$ cat config.mk
export PLATFORM = sky130hd
export DESIGN_NAME = interboard_rx
export DESIGN_NICKNAME = d
export VERILOG_FILES = /design/src/rtl/interboard_pkg.sv /design/src/rtl/sync_2ff.sv /design/src/rtl/interboard_rx.sv
export SDC_FILE = /design/constraint.sdc
export NUM_CORES = 1
export LEC_CHECK = 0
export ABC_AREA = 1
export CAP_MARGIN = 20
export CELL_PAD_IN_SITES_DETAIL_PLACEMENT = 1
export CELL_PAD_IN_SITES_GLOBAL_PLACEMENT = 2
export CORE_ASPECT_RATIO = 0.6
export CORE_MARGIN = 2
export CORE_UTILIZATION = 34
export DETAILED_ROUTE_END_ITERATION = 8
export PLACE_DENSITY = 0.88
export SYNTH_ARGS = -nofsm -noshare
export SYNTH_HDL_FRONTEND = slang
export SYNTH_SLANG_ARGS = --single-unit
$ cat constraint.sdc
create_clock -name clk -period 1.95 [get_ports clk]
set_clock_uncertainty 0.1 [all_clocks]
set_input_delay 0.2925 -clock clk [delete_from_list [all_inputs] [get_ports clk]]
set_output_delay 0.2925 -clock clk [all_outputs]
set_load 0.005 [all_outputs]
$ cat src/rtl/interboard_pkg.sv
// Shared definitions for the inter-board link: message types, field widths and
// frame geometry. Used by both the transmitter and the receiver.
package interboard_pkg;

    localparam int BEAT_W      = 7;
    localparam int PAYLOAD_W   = 6;
    localparam int FRAME_BEATS = 4;
    localparam int BEAT_CNT_W  = 2;
    localparam int TIMEOUT_W   = 20;

    localparam int MSG_TYPE_W  = 4;
    localparam int BLOCK_X_W   = 5;
    localparam int BLOCK_Y_W   = 3;
    localparam int CARD_W      = 6;
    localparam int SEL_LEN_W   = 3;

    localparam logic [MSG_TYPE_W-1:0] TABLE_TAKE     = 4'd0;
    localparam logic [MSG_TYPE_W-1:0] TABLE_PUT      = 4'd1;
    localparam logic [MSG_TYPE_W-1:0] TABLE_SHIFT    = 4'd2;
    localparam logic [MSG_TYPE_W-1:0] TABLE_SELECT   = 4'd3;
    localparam logic [MSG_TYPE_W-1:0] TABLE_MOVE     = 4'd4;
    localparam logic [MSG_TYPE_W-1:0] DECK_DRAW      = 4'd5;
    localparam logic [MSG_TYPE_W-1:0] DECK_DISCARD   = 4'd6;
    localparam logic [MSG_TYPE_W-1:0] STATE_PASS     = 4'd7;
    localparam logic [MSG_TYPE_W-1:0] STATE_CHEAT    = 4'd8;
    localparam logic [MSG_TYPE_W-1:0] STATE_RST_GAME = 4'd9;

    // Anything above the game-reset code is not a defined message.
    function automatic logic is_defined_type(input logic [MSG_TYPE_W-1:0] t);
        return t <= STATE_RST_GAME;
    endfunction

endpackage

$ cat src/rtl/sync_2ff.sv
// Two-flop synchronizer for a single asynchronous control bit.
module sync_2ff (
    input  logic clk,
    input  logic rst,
    input  logic i_d,
    output logic o_q
);

    logic r_meta;
    logic r_sync;

    // Shift the asynchronous input through two flops to settle metastability.
    always_ff @(posedge clk or posedge rst) begin
        if (rst) begin
            r_meta <= 1'b0;
            r_sync <= 1'b0;
        end else begin
            r_meta <= i_d;
            r_sync <= r_meta;
        end
    end

    assign o_q = r_sync;

endmodule

$ cat src/rtl/interboard_rx.sv
// Inter-board frame receiver: 4-phase handshake, 4-beat frame assembly,
// frame checking and inter-beat timeout.
// Optional feature: define INTERBOARD_RX_PARITY_EN to enable even-parity
// checking of each frame; otherwise the parity bit is ignored.
module interboard_rx
    import interboard_pkg::*;
#(
    parameter int TIMEOUT_CYCLES = 1000000
) (
    input  logic                  clk,
    input  logic                  rst,
    input  logic                  rx_req,
    input  logic [BEAT_W-1:0]     rx_data,
    output logic                  rx_ack,
    output logic                  interboard_en,
    output logic                  interboard_rst,
    output logic [MSG_TYPE_W-1:0] interboard_msg_type,
    output logic [BLOCK_X_W-1:0]  interboard_block_x,
    output logic [BLOCK_Y_W-1:0]  interboard_block_y,
    output logic [CARD_W-1:0]     interboard_card,
    output logic [SEL_LEN_W-1:0]  interboard_sel_len,
    output logic                  interboard_move_dir,
    output logic                  rx_err
);

    typedef enum logic {
        ST_WAIT_REQ = 1'b0,
        ST_WAIT_REL = 1'b1
    } rx_state_e;

    rx_state_e              r_state;
    rx_state_e              w_state_nxt;
    logic                   w_req_sync;
    logic                   w_beat;
    logic [BEAT_CNT_W-1:0]  r_beat_cnt;
    logic [TIMEOUT_W-1:0]   r_to_cnt;
    logic [PAYLOAD_W-1:0]   r_b0;
    logic [PAYLOAD_W-1:0]   r_b1;
    logic [PAYLOAD_W-1:0]   r_b2;

    logic                   w_sof;
    logic [PAYLOAD_W-1:0]   w_pay;
    logic                   w_last;
    logic                   w_timeout;
    logic [MSG_TYPE_W-1:0]  w_type;
    logic                   w_par_ok;
    logic                   w_frame_bad;

    sync_2ff u_req_sync (
        .clk (clk),
        .rst (rst),
        .i_d (rx_req),
        .o_q (w_req_sync)
    );

    assign w_sof  = rx_data[BEAT_W-1];
    assign w_pay  = rx_data[PAYLOAD_W-1:0];
    assign w_type = r_b0[5:2];

    // Beat3 is the one that completes a frame; an SOF beat always restarts.
    assign w_last = w_beat && !w_sof && (r_beat_cnt == 2'd3);

    assign w_timeout = (r_beat_cnt != '0) && !w_beat &&
                       (r_to_cnt == TIMEOUT_W'(TIMEOUT_CYCLES - 1));

`ifdef INTERBOARD_RX_PARITY_EN
    // Even parity across the 22 payload bits plus the parity bit itself.
    assign w_par_ok = ~^{r_b0, r_b1, r_b2, w_pay[5:1]};
`else
    logic w_unused_par;
    assign w_par_ok     = 1'b1;
    assign w_unused_par = w_pay[1];
`endif

    assign w_frame_bad = !is_defined_type(w_type) || w_pay[0] || !w_par_ok;

    // Handshake state register.
    always_ff @(posedge clk or posedge rst) begin
        if (rst) r_state <= ST_WAIT_REQ;
        else     r_state <= w_state_nxt;
    end

    // Handshake next-state, acknowledge and beat-accept strobe.
    always_comb begin
        w_state_nxt = r_state;
        w_beat      = 1'b0;
        rx_ack      = 1'b0;
        case (r_state)
            ST_WAIT_REQ: begin
                if (w_req_sync) begin
                    w_state_nxt = ST_WAIT_REL;
                    w_beat      = 1'b1;
                end
            end
            ST_WAIT_REL: begin
                rx_ack = 1'b1;
                if (!w_req_sync) w_state_nxt = ST_WAIT_REQ;
            end
            default: w_state_nxt = ST_WAIT_REQ;
        endcase
    end

    // Beat position and inter-beat timeout; an SOF beat always becomes beat0.
    always_ff @(posedge clk or posedge rst) begin
        if (rst) begin
            r_beat_cnt <= '0;
            r_to_cnt   <= '0;
        end else if (w_beat) begin
            r_to_cnt <= '0;
            if (w_sof)                  r_beat_cnt <= 2'd1;
            else if (r_beat_cnt != '0)  r_beat_cnt <= r_beat_cnt + 2'd1;
        end else if (r_beat_cnt != '0) begin
            if (w_timeout) begin
                r_beat_cnt <= '0;
                r_to_cnt   <= '0;
            end else begin
                r_to_cnt <= r_to_cnt + 1'b1;
            end
        end
    end

    // Hold the first three payloads until the frame completes.
    always_ff @(posedge clk) begin
        if (w_beat) begin
            if (w_sof) begin
                r_b0 <= w_pay;
            end else begin
                case (r_beat_cnt)
                    2'd1:    r_b1 <= w_pay;
                    2'd2:    r_b2 <= w_pay;
                    default: ;
                endcase
            end
        end
    end

    // Frame verdict pulses and decoded field update on beat3.
    always_ff @(posedge clk or posedge rst) begin
        if (rst) begin
            interboard_en       <= 1'b0;
            interboard_rst      <= 1'b0;
            rx_err              <= 1'b0;
            interboard_msg_type <= '0;
            interboard_block_x  <= '0;
            interboard_block_y  <= '0;
            interboard_card     <= '0;
            interboard_sel_len  <= '0;
            interboard_move_dir <= 1'b0;
        end else begin
            interboard_en  <= 1'b0;
            interboard_rst <= 1'b0;
            rx_err         <= w_timeout;
            if (w_last) begin
                if (w_frame_bad) begin
                    rx_err <= 1'b1;
                end else if (w_type == STATE_RST_GAME) begin
                    interboard_rst <= 1'b1;
                end else begin
                    interboard_en       <= 1'b1;
                    interboard_msg_type <= w_type;
                    interboard_block_x  <= {r_b0[1:0], r_b1[5:3]};
                    interboard_block_y  <= r_b1[2:0];
                    interboard_card     <= r_b2;
                    interboard_sel_len  <= w_pay[5:3];
                    interboard_move_dir <= w_pay[2];
                end
            end
        end
    end

endmodule

==> Word-level counts from Yosys, hierarchy flattened <==
Cells that the tools add are included.
{ "op_classes": {"magnitude_cmp": 1, "mux": 19, "n_bitwise": 3, "eq_ne": 5, "reduce_logical": 17, "n_addsub": 2} }
{ "op_table": {"columns": ["operator", "count"], "rows": [
  ["$mux W20", 3],
  ["$add A20 B1 Y20 const B", 1],
  ["$eq A20 B20 Y1 const B", 1],
  ["$reduce_and A3 Y1", 4],
  ["$mux W1", 11],
  ["$mux W2", 5],
  ["$reduce_bool A2 Y1", 4],
  ["$eq A2 B2 Y1 const B", 2],
  ["$eq A4 B4 Y1 const B", 1],
  ["$le A4 B4 Y1 const B", 1],
  ["$logic_and A1 B1 Y1", 4],
  ["$logic_not A1 Y1", 3],
  ["$not A1 Y1", 3],
  ["$add A2 B1 Y2 const B", 1],
  ["$eq A2 B1 Y1 const B", 1],
  ["$reduce_and A2 Y1", 1],
  ["$logic_or A1 B1 Y1", 1]
]} }
{ "totals": {"in_bits": 10, "out_inout_bits": 26, "wordCells": 64, "register_bits": 68} }

==> Longest topological paths before layout <==
Gate-level depths: netlist (run 1).
{ "logic_depth": {"depth_word": 8, "mapped_depth": 10, "depth_no_buf": 10} }

==> Modules after synthesis <==
Synthesis (run 1) repeated with hierarchy kept, for this count alone.
{ "unflattened": {"hier_cells": 354, "area_unflattened_um2": 3104.2} }
{ "modules_own_cells": {"columns": ["module", "n_inst", "cells_each", "area_each_um2", "seq_area_each_um2"], "rows": [
  ["interboard_rx", 1, 351, 3050.4, 1741.7],
  ["sync_2ff", 1, 3, 53.8, 50.0]
]} }

==> Worst setup path before layout (run 1) <==
OpenSTA, ideal clock, no wires.
{ "synth_path": {"path_kind": "reg2reg", "start": "register r_beat_cnt[0]", "end": "register r_to_cnt[5]", "path_buffers": 1, "slack_ns": 0.393, "setup_ns": 0.119, "path_stages_with_launch": 10, "t_required_ns": 1.731, "arrival_time_ns": 1.339, "period_less_slack_ns": 1.557, "path_cell_list": "dfrtp_1 -> inv_1 -> ha_1 -> inv_1 -> nand3_1 -> nor2_1 -> nand3_1 -> nand2_2 -> buf_4 -> nor2_1"} }
{ "synth_between": {"elab_chain_cells": 6, "word_cells_on_any_way": 7, "cone_classes": "mux (3); reduce/logical (4)"} }
{ "synth_rtl": {"columns": ["item", "line", "rtl"], "rows": [
  ["from (decl)", "interboard_rx.sv:35", "logic [BEAT_CNT_W-1:0] r_beat_cnt;"],
  ["from (signal assigned)", "interboard_rx.sv:111", "else if (r_beat_cnt != '0) r_beat_cnt <= r_beat_cnt + 2'd1;"],
  ["$reduce_bool A2 Y1 (*)", "interboard_rx.sv:63, interboard_rx.sv:112", null],
  ["$logic_and A1 B1 Y1 (2 in series)", "interboard_rx.sv:63", "assign w_timeout = (r_beat_cnt != '0) && !w_beat &&"],
  ["$mux W20", "interboard_rx.sv:113", "if (w_timeout) begin"],
  ["$mux W20", "interboard_rx.sv:112", "end else if (r_beat_cnt != '0) begin"],
  ["$mux W20", "interboard_rx.sv:108", "end else if (w_beat) begin"],
  ["to (signal assigned)", "interboard_rx.sv:117", "r_to_cnt <= r_to_cnt + 1'b1;"],
  ["to (decl)", "interboard_rx.sv:36", "logic [TIMEOUT_W-1:0] r_to_cnt;"]
]} }
Every way passes the cells marked *; elsewhere a longest branch is shown, timed or not. The select of a mux whose other input is x is not followed.
A chain may end at the register's enable or synchronous reset.

==> Worst setup path after layout (run 1) <==
{ "layout_path": {"start": "register r_beat_cnt[0]", "end": "register r_to_cnt[10]"} }
Same word-level chain as after synthesis.

==> results.cfg, run 1 <==
[final_layout]
fillers = 996
final_area_um2 = 3980
diodes = 0
syn_to_final_growth_pct = 28.5
final_nets = 416
drive_gt1_share_pct = 8.62
stdcell_count = 518

[clock_tree]
cts_tree = done
cts_buffers = 9
clk_path_buf_depth = 2
hold_buffers = 0
clkTransAtPathRegs_ns = 0.06
clockRootBuffer = clkbuf_16
htree_levels = 3
insertion_delay_ns = 0.33
clock_sinks = 68

[setup_path]
rr_endpoint = r_to_cnt[10]
r2r_cells = 9
cp_max_fo = 12
ff2ff_setup_slack_ns = 0.12
end_kind = flip-flop
worstSetupPathType = flip-flop to flip-flop
cp_data_arrival_time_ns = 1.95
cp.buffers_inverters = 3
required_ns = 2.08
cpMaxStageDelayCell = dfrtp_2
critPathMaxStageDelay_ns = 0.44
rr_startpoint = r_beat_cnt[0]
crit_chain = inv_1, ha_2, inv_1, nand3_1, nor2_1, nand3_1, nand2_4, buf_12, nor3_1
crit_family = simple AND/OR/NAND/NOR gates
cp-start-kind = flip-flop

[synthesis]
yosysUniqueCellTypes = 26
synth_simple_gate_area_share_pct = 25.4
synth_compound_area_share_pct = 4.56
synth_fa_ha_area_share_pct = 2.02
synth_xor_xnor_area_share_pct = 1.98
avgSynthCellArea_um2 = 8.78
ys_warn_count = 0
synthArstFlopShare_pct = 73.5
synth_top_area_share_pct = 40.4
syn_inst = 353
synth.area.mux_share_pct = 0
yosysMostFrequentCell = nand2_1
synth_seq_cells = 68
ys_seq_area_share_pct = 57.8
synth-main-ff-cell = dfrtp_1
synthesis.nets = 368
synthTopCellsByArea = dfrtp_1 (40%), edfxtp_1 (17%), nand2_1 (11%)
synth_edf_count = 18
synth_top_area_cell = dfrtp_1
synth_common_cells = nand2_1 (92), nor2_1 (62), inv_1 (53), dfrtp_1 (50), o21ai_0 (22)
synth_top_family_by_area = simple AND/OR/NAND/NOR gates
syn_area_um2 = 3100

[drt]
totalWireLength_um = 8020
drc = 0
first_pass_iters = 4
vias_per_cell = 4.65
vias = 2410
routedWlPerCell_um = 15.5
final_antenna_net_count = 0
drtIter0Drc = 91

[timing]
fin_ws_ns = 0.125
slew_headroom_pct = 76.8
finalHoldViolations = 0
finalSetupViolCount = 0
min_period_over_period_pct = 93.6
tightest_slew_ns = 0.347
post-route-min-period_ns = 1.83
totalNegativeSetupSlack_ns = 0
drv_slew = 0
grt_setup_unrepaired = no
clock.fmax_ghz = 0.548
holdWs_ns = 0.233

[power]
powerDensity_nw_per_um2 = 914
leakage_nw = 1.80
irDropWorstVdd_mv = 0.474

[place]
hpwl_um = 5740
placed_area_um2 = 3630
port_buffers = 35
gp_congestion = 0.835
dp_cells = 502
dp_slack_ns = 0.110

[floorplan]
rows = 26
die_w_um = 127
start_util_pct = 35.7
die_area_um2 = 9920
core_um2 = 8690
die-height_um = 78.0
io_pins = 36

[status]
status = finished, final reports clean

[hold_path]
hp-class = primary input to async pin

[flow_run]
maxCapViolCount = 0

[grt]
grt_pass1_wl_um = 13400
antenna_found_initial = 0
track_usage_pct = 18.0
grt_remaining_overflow = 0
grt_pass1_vias = 2513
grt_max_degree = 51
## cell type report
type                       instances  area, um^2  share of cell area [%]
tap                              112         140                    3.52
multi-input combinational        226        1060                    26.7
clock inverter                     6         113                    2.83
timing repair buffer              42         440                    11.1
clock buffer                      10         229                    5.75
inverter                          54         204                    5.12
sequential                        68        1790                    45.0
## cells in the final DEF, fill, tap and decap left out
master / n
a21oi_1: 2
clkinv_2: 2
nand3_1: 16
inv_2: 1
o21ai_0: 22
clkbuf_1: 1
o21bai_1: 1
dfrtp_1: 49
xor2_1: 5
nor2_2: 2
clkbuf_16: 9
ha_1: 4
ha_2: 1
clkinv_4: 2
nor3b_1: 1
buf_4: 4
nand2_4: 4
dfrtp_2: 1
nor3_4: 1
edfxtp_1: 18
clkdlybuf4s50_1: 35
nand4_1: 5
nor2_1: 62
nor3_1: 2
nand2_1: 92
buf_12: 3
inv_1: 52
xnor2_1: 2
and2_1: 1
o21ai_2: 1
bufinv_16: 3
o21ai_1: 1
nand3_2: 1
## power by group
| group | leakage [nW] | internal (mW) | total [mW] | switching (mW) |
|---|---|---|---|---|
| Combinational | 0.890 | 0.0897 | 0.230 | 0.141 |
| Clock | 0.167 | 1.25 | 1.86 | 0.605 |
| Sequential | 0.742 | 1.51 | 1.55 | 0.0430 |
## timing repair
item,4_1_cts,5_1_grt
endpoints found under the setup margin,0,16
setup buffers,0,0
resized for setup,0,4
## worst reg2reg max path, cell delays in order (launching register included)
cell	delay [ns]
dfrtp_2	0.44
inv_1	0.10
ha_2	0.24
inv_1	0.09
nand3_1	0.08
nor2_1	0.04
nand3_1	0.14
nand2_4	0.11
buf_12	0.16
nor3_1	0.21
## sequential cells by signal, summed over array words and instances (netlist names), 2 cells and up
register / count
interboard_block_y: 3
r_b0: 6
r_b1: 6
interboard_msg_type: 4
interboard_card: 6
r_to_cnt: 20
r_b2: 6
interboard_block_x: 5
interboard_sel_len: 3
r_beat_cnt: 2
## stage by stage
step	total power [mW]	utilization (%)
after detailed placement	1.80	41.8
final	3.64	45.9
after CTS	3.69	45.7
after floorplan	1.68	-
after global placement	1.79	41.8
after global routing	3.80	45.9
## layer usage
layer,GRT usage [%],vias up,share of wire (%)
li1,-,1192,-
met1,27.2,1173,53
met2,25.1,43,42
met3,5.03,2,4.8
met4,4.95,0,0.26
met5,0,-,0
## cells by family (layout without fill, tap and decap cells)
kind of cell | count (synthesis) | count (layout)
AO/OA/AOI/OAI | 27 | 27
adder cells (fa/ha/maj) | 5 | 5
flip-flops | 68 | 68
buffers and inverters | 59 | 112
AND/OR/NAND/NOR | 187 | 187
XOR/XNOR | 7 | 7
## worst max-delay path by stage
stage / slack, ns / startpoint / depth (start not counted) / to
after floorplan: 0.36 / rst / 1 / interboard_block_x[0]
after global placement: 0.16 / r_beat_cnt[0] / 8 / r_to_cnt[16]
after detailed placement: 0.11 / r_beat_cnt[0] / 9 / r_to_cnt[10]
after CTS: 0.02 / r_beat_cnt[0] / 9 / r_to_cnt[10]
after global routing: 0.02 / r_beat_cnt[0] / 9 / r_to_cnt[10]
final: 0.12 / r_beat_cnt[0] / 9 / r_to_cnt[10]
Note: power is estimated with default switching activity, not from simulation.
==> run 2, diff against run 1 <==
CAP_MARGIN = 10   (was 20)
SLEW_MARGIN = 10   (was not set)
==> results of run 2 <==
Same layout as run 1: the final DEF is identical, and so are final timing and power.
